$ cat src/rtl/vga_draw_arbiter.sv
// Burst arbiter between N draw sources and the single VGA/map-memory write port,
// plus a programmable frame-tick generator used to pace animated sources.
module vga_draw_arbiter #(
  parameter int NUM_CH    = 4,
  parameter int COLOUR_W  = 9,
  parameter int COORD_W   = 15,
  parameter int ADDR_W    = 15,
  parameter int RR_MODE   = 0,
  parameter int MAX_BURST = 19200,
  parameter int TICK_DIV  = 1666667,
  parameter int TICK_W    = 21,
  localparam int CH_W     = (NUM_CH > 1) ? $clog2(NUM_CH) : 1
) (
  input  logic                         clk,
  input  logic                         resetn,
  input  logic [NUM_CH-1:0]            req,
  input  logic [NUM_CH-1:0]            last,
  input  logic [NUM_CH*COLOUR_W-1:0]   colour_in,
  input  logic [NUM_CH*COORD_W-1:0]    coord_in,
  input  logic [NUM_CH*ADDR_W-1:0]     addr_in,
  input  logic                         tick_enable,
  output logic [NUM_CH-1:0]            grant,
  output logic                         busy,
  output logic [CH_W-1:0]              active_ch,
  output logic [COLOUR_W-1:0]          colour,
  output logic [COORD_W-1:0]           coordinates,
  output logic [ADDR_W-1:0]            mem_add,
  output logic                         VGA_write_enable,
  output logic                         frame_tick
);

  localparam int BEAT_W = (MAX_BURST > 1) ? $clog2(MAX_BURST + 1) : 1;

  typedef enum logic {S_IDLE, S_BURST} state_e;

  state_e                state_q, state_d;
  logic [NUM_CH-1:0]     grant_q, grant_d;
  logic [CH_W-1:0]       active_ch_q, active_ch_d;
  logic [CH_W-1:0]       rr_ptr_q, rr_ptr_d;
  logic [BEAT_W-1:0]     beat_cnt_q, beat_cnt_d;
  logic [COLOUR_W-1:0]   colour_q, colour_d;
  logic [COORD_W-1:0]    coord_q, coord_d;
  logic [ADDR_W-1:0]     addr_q, addr_d;
  logic                  we_q, we_d;
  logic [TICK_W-1:0]     tick_cnt_q, tick_cnt_d;
  logic                  frame_tick_q, frame_tick_d;
  logic [CH_W-1:0]       winner;

  logic [COLOUR_W-1:0]   colour_arr [NUM_CH];
  logic [COORD_W-1:0]    coord_arr  [NUM_CH];
  logic [ADDR_W-1:0]     addr_arr   [NUM_CH];

  for (genvar k = 0; k < NUM_CH; k++) begin : g_unpack
    assign colour_arr[k] = colour_in[k*COLOUR_W +: COLOUR_W];
    assign coord_arr[k]  = coord_in[k*COORD_W +: COORD_W];
    assign addr_arr[k]   = addr_in[k*ADDR_W +: ADDR_W];
  end

  // Fixed mode scans from channel 0; round-robin scans cyclically from the pointer.
  always_comb begin : pick_winner
    int  idx;
    logic found;
    winner = '0;
    found  = 1'b0;
    idx    = 0;
    for (int i = 0; i < NUM_CH; i++) begin
      idx = (RR_MODE != 0) ? (int'(rr_ptr_q) + i) % NUM_CH : i;
      if (!found && req[CH_W'(idx)]) begin
        winner = CH_W'(idx);
        found  = 1'b1;
      end
    end
  end

  // NOTE: every signal gets a default at the top of the block so no path leaves
  // one unassigned, which would otherwise infer a latch.
  always_comb begin
    state_d     = state_q;
    grant_d     = grant_q;
    active_ch_d = active_ch_q;
    rr_ptr_d    = rr_ptr_q;
    beat_cnt_d  = beat_cnt_q;
    colour_d    = colour_q;
    coord_d     = coord_q;
    addr_d      = addr_q;
    we_d        = 1'b0;
    unique case (state_q)
      S_IDLE: begin
        if (|req) begin
          state_d         = S_BURST;
          grant_d         = '0;
          grant_d[winner] = 1'b1;
          active_ch_d     = winner;
          beat_cnt_d      = '0;
        end
      end
      S_BURST: begin
        if (req[active_ch_q]) begin
          we_d       = 1'b1;
          colour_d   = colour_arr[active_ch_q];
          coord_d    = coord_arr[active_ch_q];
          addr_d     = addr_arr[active_ch_q];
          beat_cnt_d = beat_cnt_q + BEAT_W'(1);
          // Release on an explicit last or when this beat reaches the burst cap.
          if (last[active_ch_q] ||
              ((MAX_BURST != 0) && (beat_cnt_q == BEAT_W'(MAX_BURST - 1)))) begin
            state_d    = S_IDLE;
            grant_d    = '0;
            beat_cnt_d = '0;
            rr_ptr_d   = (active_ch_q == CH_W'(NUM_CH - 1)) ? '0
                                                            : active_ch_q + CH_W'(1);
          end
        end
      end
      default: state_d = S_IDLE;
    endcase
  end

  always_comb begin
    tick_cnt_d   = tick_cnt_q;
    frame_tick_d = 1'b0;
    if (tick_enable) begin
      if (tick_cnt_q == TICK_W'(TICK_DIV - 1)) begin
        tick_cnt_d   = '0;
        frame_tick_d = 1'b1;
      end else begin
        tick_cnt_d = tick_cnt_q + TICK_W'(1);
      end
    end
  end

  // NOTE: state uses non-blocking assignments so every flop samples the values
  // from before the edge; reset is asynchronous and clears all outputs at once.
  always_ff @(posedge clk or negedge resetn) begin
    if (!resetn) begin
      state_q      <= S_IDLE;
      grant_q      <= '0;
      active_ch_q  <= '0;
      rr_ptr_q     <= '0;
      beat_cnt_q   <= '0;
      colour_q     <= '0;
      coord_q      <= '0;
      addr_q       <= '0;
      we_q         <= 1'b0;
      tick_cnt_q   <= '0;
      frame_tick_q <= 1'b0;
    end else begin
      state_q      <= state_d;
      grant_q      <= grant_d;
      active_ch_q  <= active_ch_d;
      rr_ptr_q     <= rr_ptr_d;
      beat_cnt_q   <= beat_cnt_d;
      colour_q     <= colour_d;
      coord_q      <= coord_d;
      addr_q       <= addr_d;
      we_q         <= we_d;
      tick_cnt_q   <= tick_cnt_d;
      frame_tick_q <= frame_tick_d;
    end
  end

  assign grant            = grant_q;
  assign busy             = (state_q == S_BURST);
  assign active_ch        = active_ch_q;
  assign colour           = colour_q;
  assign coordinates      = coord_q;
  assign mem_add          = addr_q;
  assign VGA_write_enable = we_q;
  assign frame_tick       = frame_tick_q;

endmodule

$ cat config.mk
export PLATFORM = sky130hd
export DESIGN_NAME = vga_draw_arbiter
export DESIGN_NICKNAME = d
export VERILOG_FILES = /design/src/rtl/vga_draw_arbiter.sv
export SDC_FILE = /design/constraint.sdc
export NUM_CORES = 1
export LEC_CHECK = 0
export CAP_MARGIN = 20
export CORE_MARGIN = 3
export CORE_UTILIZATION = 36
export DETAILED_ROUTE_END_ITERATION = 7
export PLACE_DENSITY = 0.77
export RECOVER_POWER = 50
export SLEW_MARGIN = 20
export SYNTH_ARGS = -nofsm -noshare
export SYNTH_HDL_FRONTEND = slang
export SYNTH_SLANG_ARGS = --single-unit
$ cat constraint.sdc
create_clock -name clk -period 1.95 [get_ports clk]
set_input_delay 0.39 -clock clk [delete_from_list [all_inputs] [get_ports clk]]
set_output_delay 0.39 -clock clk [all_outputs]
set_load 0.02 [all_outputs]
==> flow_summary.json <==
{
  "status": "finished, final reports clean",
  "tns_ns": 0,
  "hold_ws_ns": 0.227,
  "synth_top_family_by_area": "simple AND/OR/NAND/NOR gates",
  "area_delta_synth_final_pct": 50.2,
  "gp_congestion": 0.864,
  "dp_hpwl_mm": 8.86,
  "antenna_found_initial": 0,
  "hold_violations": 0,
  "ys.flop_type": "dfrtp_1",
  "dp.cells": 707,
  "synth_xor_area_share_pct": 2.36,
  "start_util_pct": 37.2,
  "yosysWarnings": 0,
  "die_w_um": 113,
  "tightest_slew_ns": 1.03,
  "die_h_um": 113,
  "htreeDepth": 3,
  "viasPerCell": 5.25,
  "vias": 3810,
  "seq_area_frac_synth_pct": 49.6,
  "clock_latency_ns": 0.33,
  "synth-seq-cells": 81,
  "grt_pass1_vias": 3933,
  "cts_sinks": 81,
  "fin_nets": 752,
  "maxCapViolations": 0,
  "use_met1_pct": 21.9,
  "drtAntennaViolNets": 0,
  "met3_usage_pct": 6.63,
  "dr.pass1.iters": 4,
  "numPortBuffers": 131,
  "diodes": 0,
  "synthArstFlopShare_pct": 100,
  "peakVddDrop_v": 0.000757,
  "synth_area_sq_um": 4090,
  "crit_path_end_kind": "register",
  "post-route-util_pct": 55.9,
  "grt_max_degree": 59,
  "max-slew-margin-rel_pct": 31.4,
  "grt_use_total_pct": 18.3,
  "drcViolationCount": 0,
  "wl_per_cell_um": 16.1,
  "ys_types": 49,
  "powerDensity_nw_per_um2": 1240,
  "reg2reg_to": "tick_cnt_q[19]$_DFFE_PN0P_",
  "design.core.area_sq_um": 11000,
  "slowest_delay_ns": 0.52,
  "grt_pass1_wl_mm": 18.9,
  "synth_edf_count": 0,
  "crit_chain": "nand3_4, buf_4, or3_1, or4_1, a21oi_1",
  "muxShareOfSynthArea_pct": 10.8,
  "period_minus_slack_ns": 1.84,
  "drive_gt1_share_pct": 13.1,
  "r2r_start": "tick_cnt_q[4]$_DFFE_PN0P_",
  "reg2reg_slack_ns": 0.11,
  "crit_type": "register to register",
  "finalCritPeriodShare_pct": 94.5,
  "totalWireLength_mm": 11.7,
  "cts_buffers": 9,
  "fmax_mhz": 543,
  "clockRootBuffer": "clkbuf_16",
  "path_clk_slew_ns": 0.06,
  "use_met2_pct": 31.2,
  "synthAdderAreaFrac_pct": 0.918,
  "cp_max_fo": 8,
  "holdBufCountCts": 0,
  "leakagePower_nw": 2.58,
  "critPathRequiredTime_ns": 2.21,
  "gr-total-overflow": 0,
  "die-area_sq_um": 12700,
  "min_path_type": "input port to async pin",
  "synthCells": 417,
  "cts_buffer_depth": 2,
  "finalSetupViolations": 0,
  "synth_area_per_cell_sq_um": 9.81,
  "yosys.area_share.simple_pct": 19.8,
  "tritoncts": "yes",
  "worstSetupStartpointType": "register",
  "cp_slowest_cell": "or4_1",
  "fin_skew_ns": 0.00497,
  "synth-compound-area-share_pct": 13.0,
  "report.final.slew_viol_count": 0,
  "fin_cells": 726,
  "num_rows": 38,
  "io_pins": 215,
  "critPathArrivalTime_ns": 2.10,
  "gr-max-usage-layer": "met2",
  "ff2ff_path_depth": 5,
  "power_w": 0.00762,
  "drt-initial-drc-count": 178
}
[Yosys cell counts (2+ instances only)]
master	number	area, sq um
nor4_1	8	50.1
nor3_1	9	45.0
inv_1	9	33.8
a21oi_1	13	65.1
or4b_1	2	20.0
mux2i_1	42	420
a41oi_1	2	17.5
nand4_1	10	62.6
and3_1	4	25.0
or4_1	5	37.5
mux2_2	2	22.5
and4b_1	2	20.0
o31ai_1	6	45.0
a22o_1	2	17.5
and2_1	4	25.0
or3b_2	2	17.5
or2_2	2	12.5
xor2_1	4	35.0
a31oi_1	13	81.3
ha_1	3	37.5
clkbuf_1	17	63.8
and4_1	3	26.3
buf_1	4	15.0
nand3_1	17	85.1
xnor2_1	7	61.3
nand2_1	56	210
nand2b_1	6	37.5
o21ai_0	47	235
nor2_1	12	45.0
dfrtp_1	81	2030
o22ai_1	2	12.5
buf_4	3	22.5
o211ai_1	2	15.0
[what timing repair did]
action	4_1_cts	5_1_grt
buffers inserted	0	4
pin swaps	0	1
endpoints found under the setup margin	2	8
resized for setup	1	4
endpoints found under the hold margin	0	0
[how the worst max path moves through the flow]
stage               depth (start not counted)                         end                      start  slack [ns]
floorplan                                   6  beat_cnt_q[11]$_DFFE_PN0P_   active_ch[0]$_DFFE_PN0P_        0.04
CTS                                         5  tick_cnt_q[20]$_DFFE_PN0P_  tick_cnt_q[1]$_DFFE_PN0P_        0.03
finish                                      5  tick_cnt_q[19]$_DFFE_PN0P_  tick_cnt_q[4]$_DFFE_PN0P_        0.11
global route                                5  tick_cnt_q[20]$_DFFE_PN0P_  tick_cnt_q[0]$_DFFE_PN0P_      -0.006
detailed placement                          5  tick_cnt_q[20]$_DFFE_PN0P_                tick_enable       -0.30
global placement                            5  tick_cnt_q[20]$_DFFE_PN0P_                tick_enable       -0.24
[worst max-delay path: cells and delay by family, from the launching register on]
family / cells / cell delay [ns]
AND/OR/NAND/NOR: 3 / 1.01
buffers and inverters: 1 / 0.17
AO/OA/AOI/OAI: 1 / 0.15
flip-flops: 1 / 0.44
[area by class of cell]
| class | count | area, sq um |
|---|---|---|
| Inverter | 9 | 33.8 |
| Multi-Input combinational cell | 304 | 1950 |
| Sequential cell | 81 | 2030 |
| Tap cell | 140 | 175 |
| Clock inverter | 6 | 91.3 |
| Clock buffer | 9 | 225 |
| Fill cell | 977 | 4840 |
| Timing Repair Buffer | 177 | 1640 |
[power breakdown]
group	switching [W]	internal, W	leakage [nW]
clock network	0.000669	0.00112	0.156
logic	0.00170	0.00156	1.39
registers	0.000368	0.00219	1.04
total	0.00274	0.00488	2.58
[routing by layer]
layer,vias up,part of all wire [%]
li1,1848,-
met1,1815,41
met2,131,50
met3,16,7.7
met4,0,1.3
met5,-,0
[through the flow]
| step | setup slack, ns | area (sq um) |
|---|---|---|
| global route | -0.00604 | 6140 |
| global placement | -0.242 | 5810 |
| detailed placement | -0.298 | 5810 |
| floorplan | 0.0438 | 4100 |
| CTS | 0.0329 | 6130 |
| finish | 0.107 | 6140 |
[placed cells by master (no fill, tap or decap), types with 5 or more instances in the layout]
cell type and instances:
nand3_1 17, a21oi_1 13, mux2i_1 42, nor2_1 12
dfrtp_1 79, nand4_1 10, nor4_1 8, nand2b_1 5
clkdlybuf4s50_1 128, xnor2_1 7, nor3_1 9, nand2_1 56
buf_4 40, o31ai_1 6, inv_1 9, o21ai_0 47
clkbuf_16 9, a31oi_1 13
[flip-flops by register name, indices dropped and copies added (netlist names)]
signal            cells
beat_cnt_q           15
mem_add              15
tick_cnt_q           21
VGA_write_enable      1
grant                 2
active_ch             1
frame_tick            1
coordinates          15
colour                9
busy                  1
[kinds of logic after synthesis]
logic type	after synthesis
AO/OA/AOI/OAI	92
XOR/XNOR	11
adder cells (fa/ha/maj)	3
buffers and inverters	34
flip-flops	81
multiplexers	44
other	1
AND/OR/NAND/NOR	151
(Power assumes the default switching activity.)
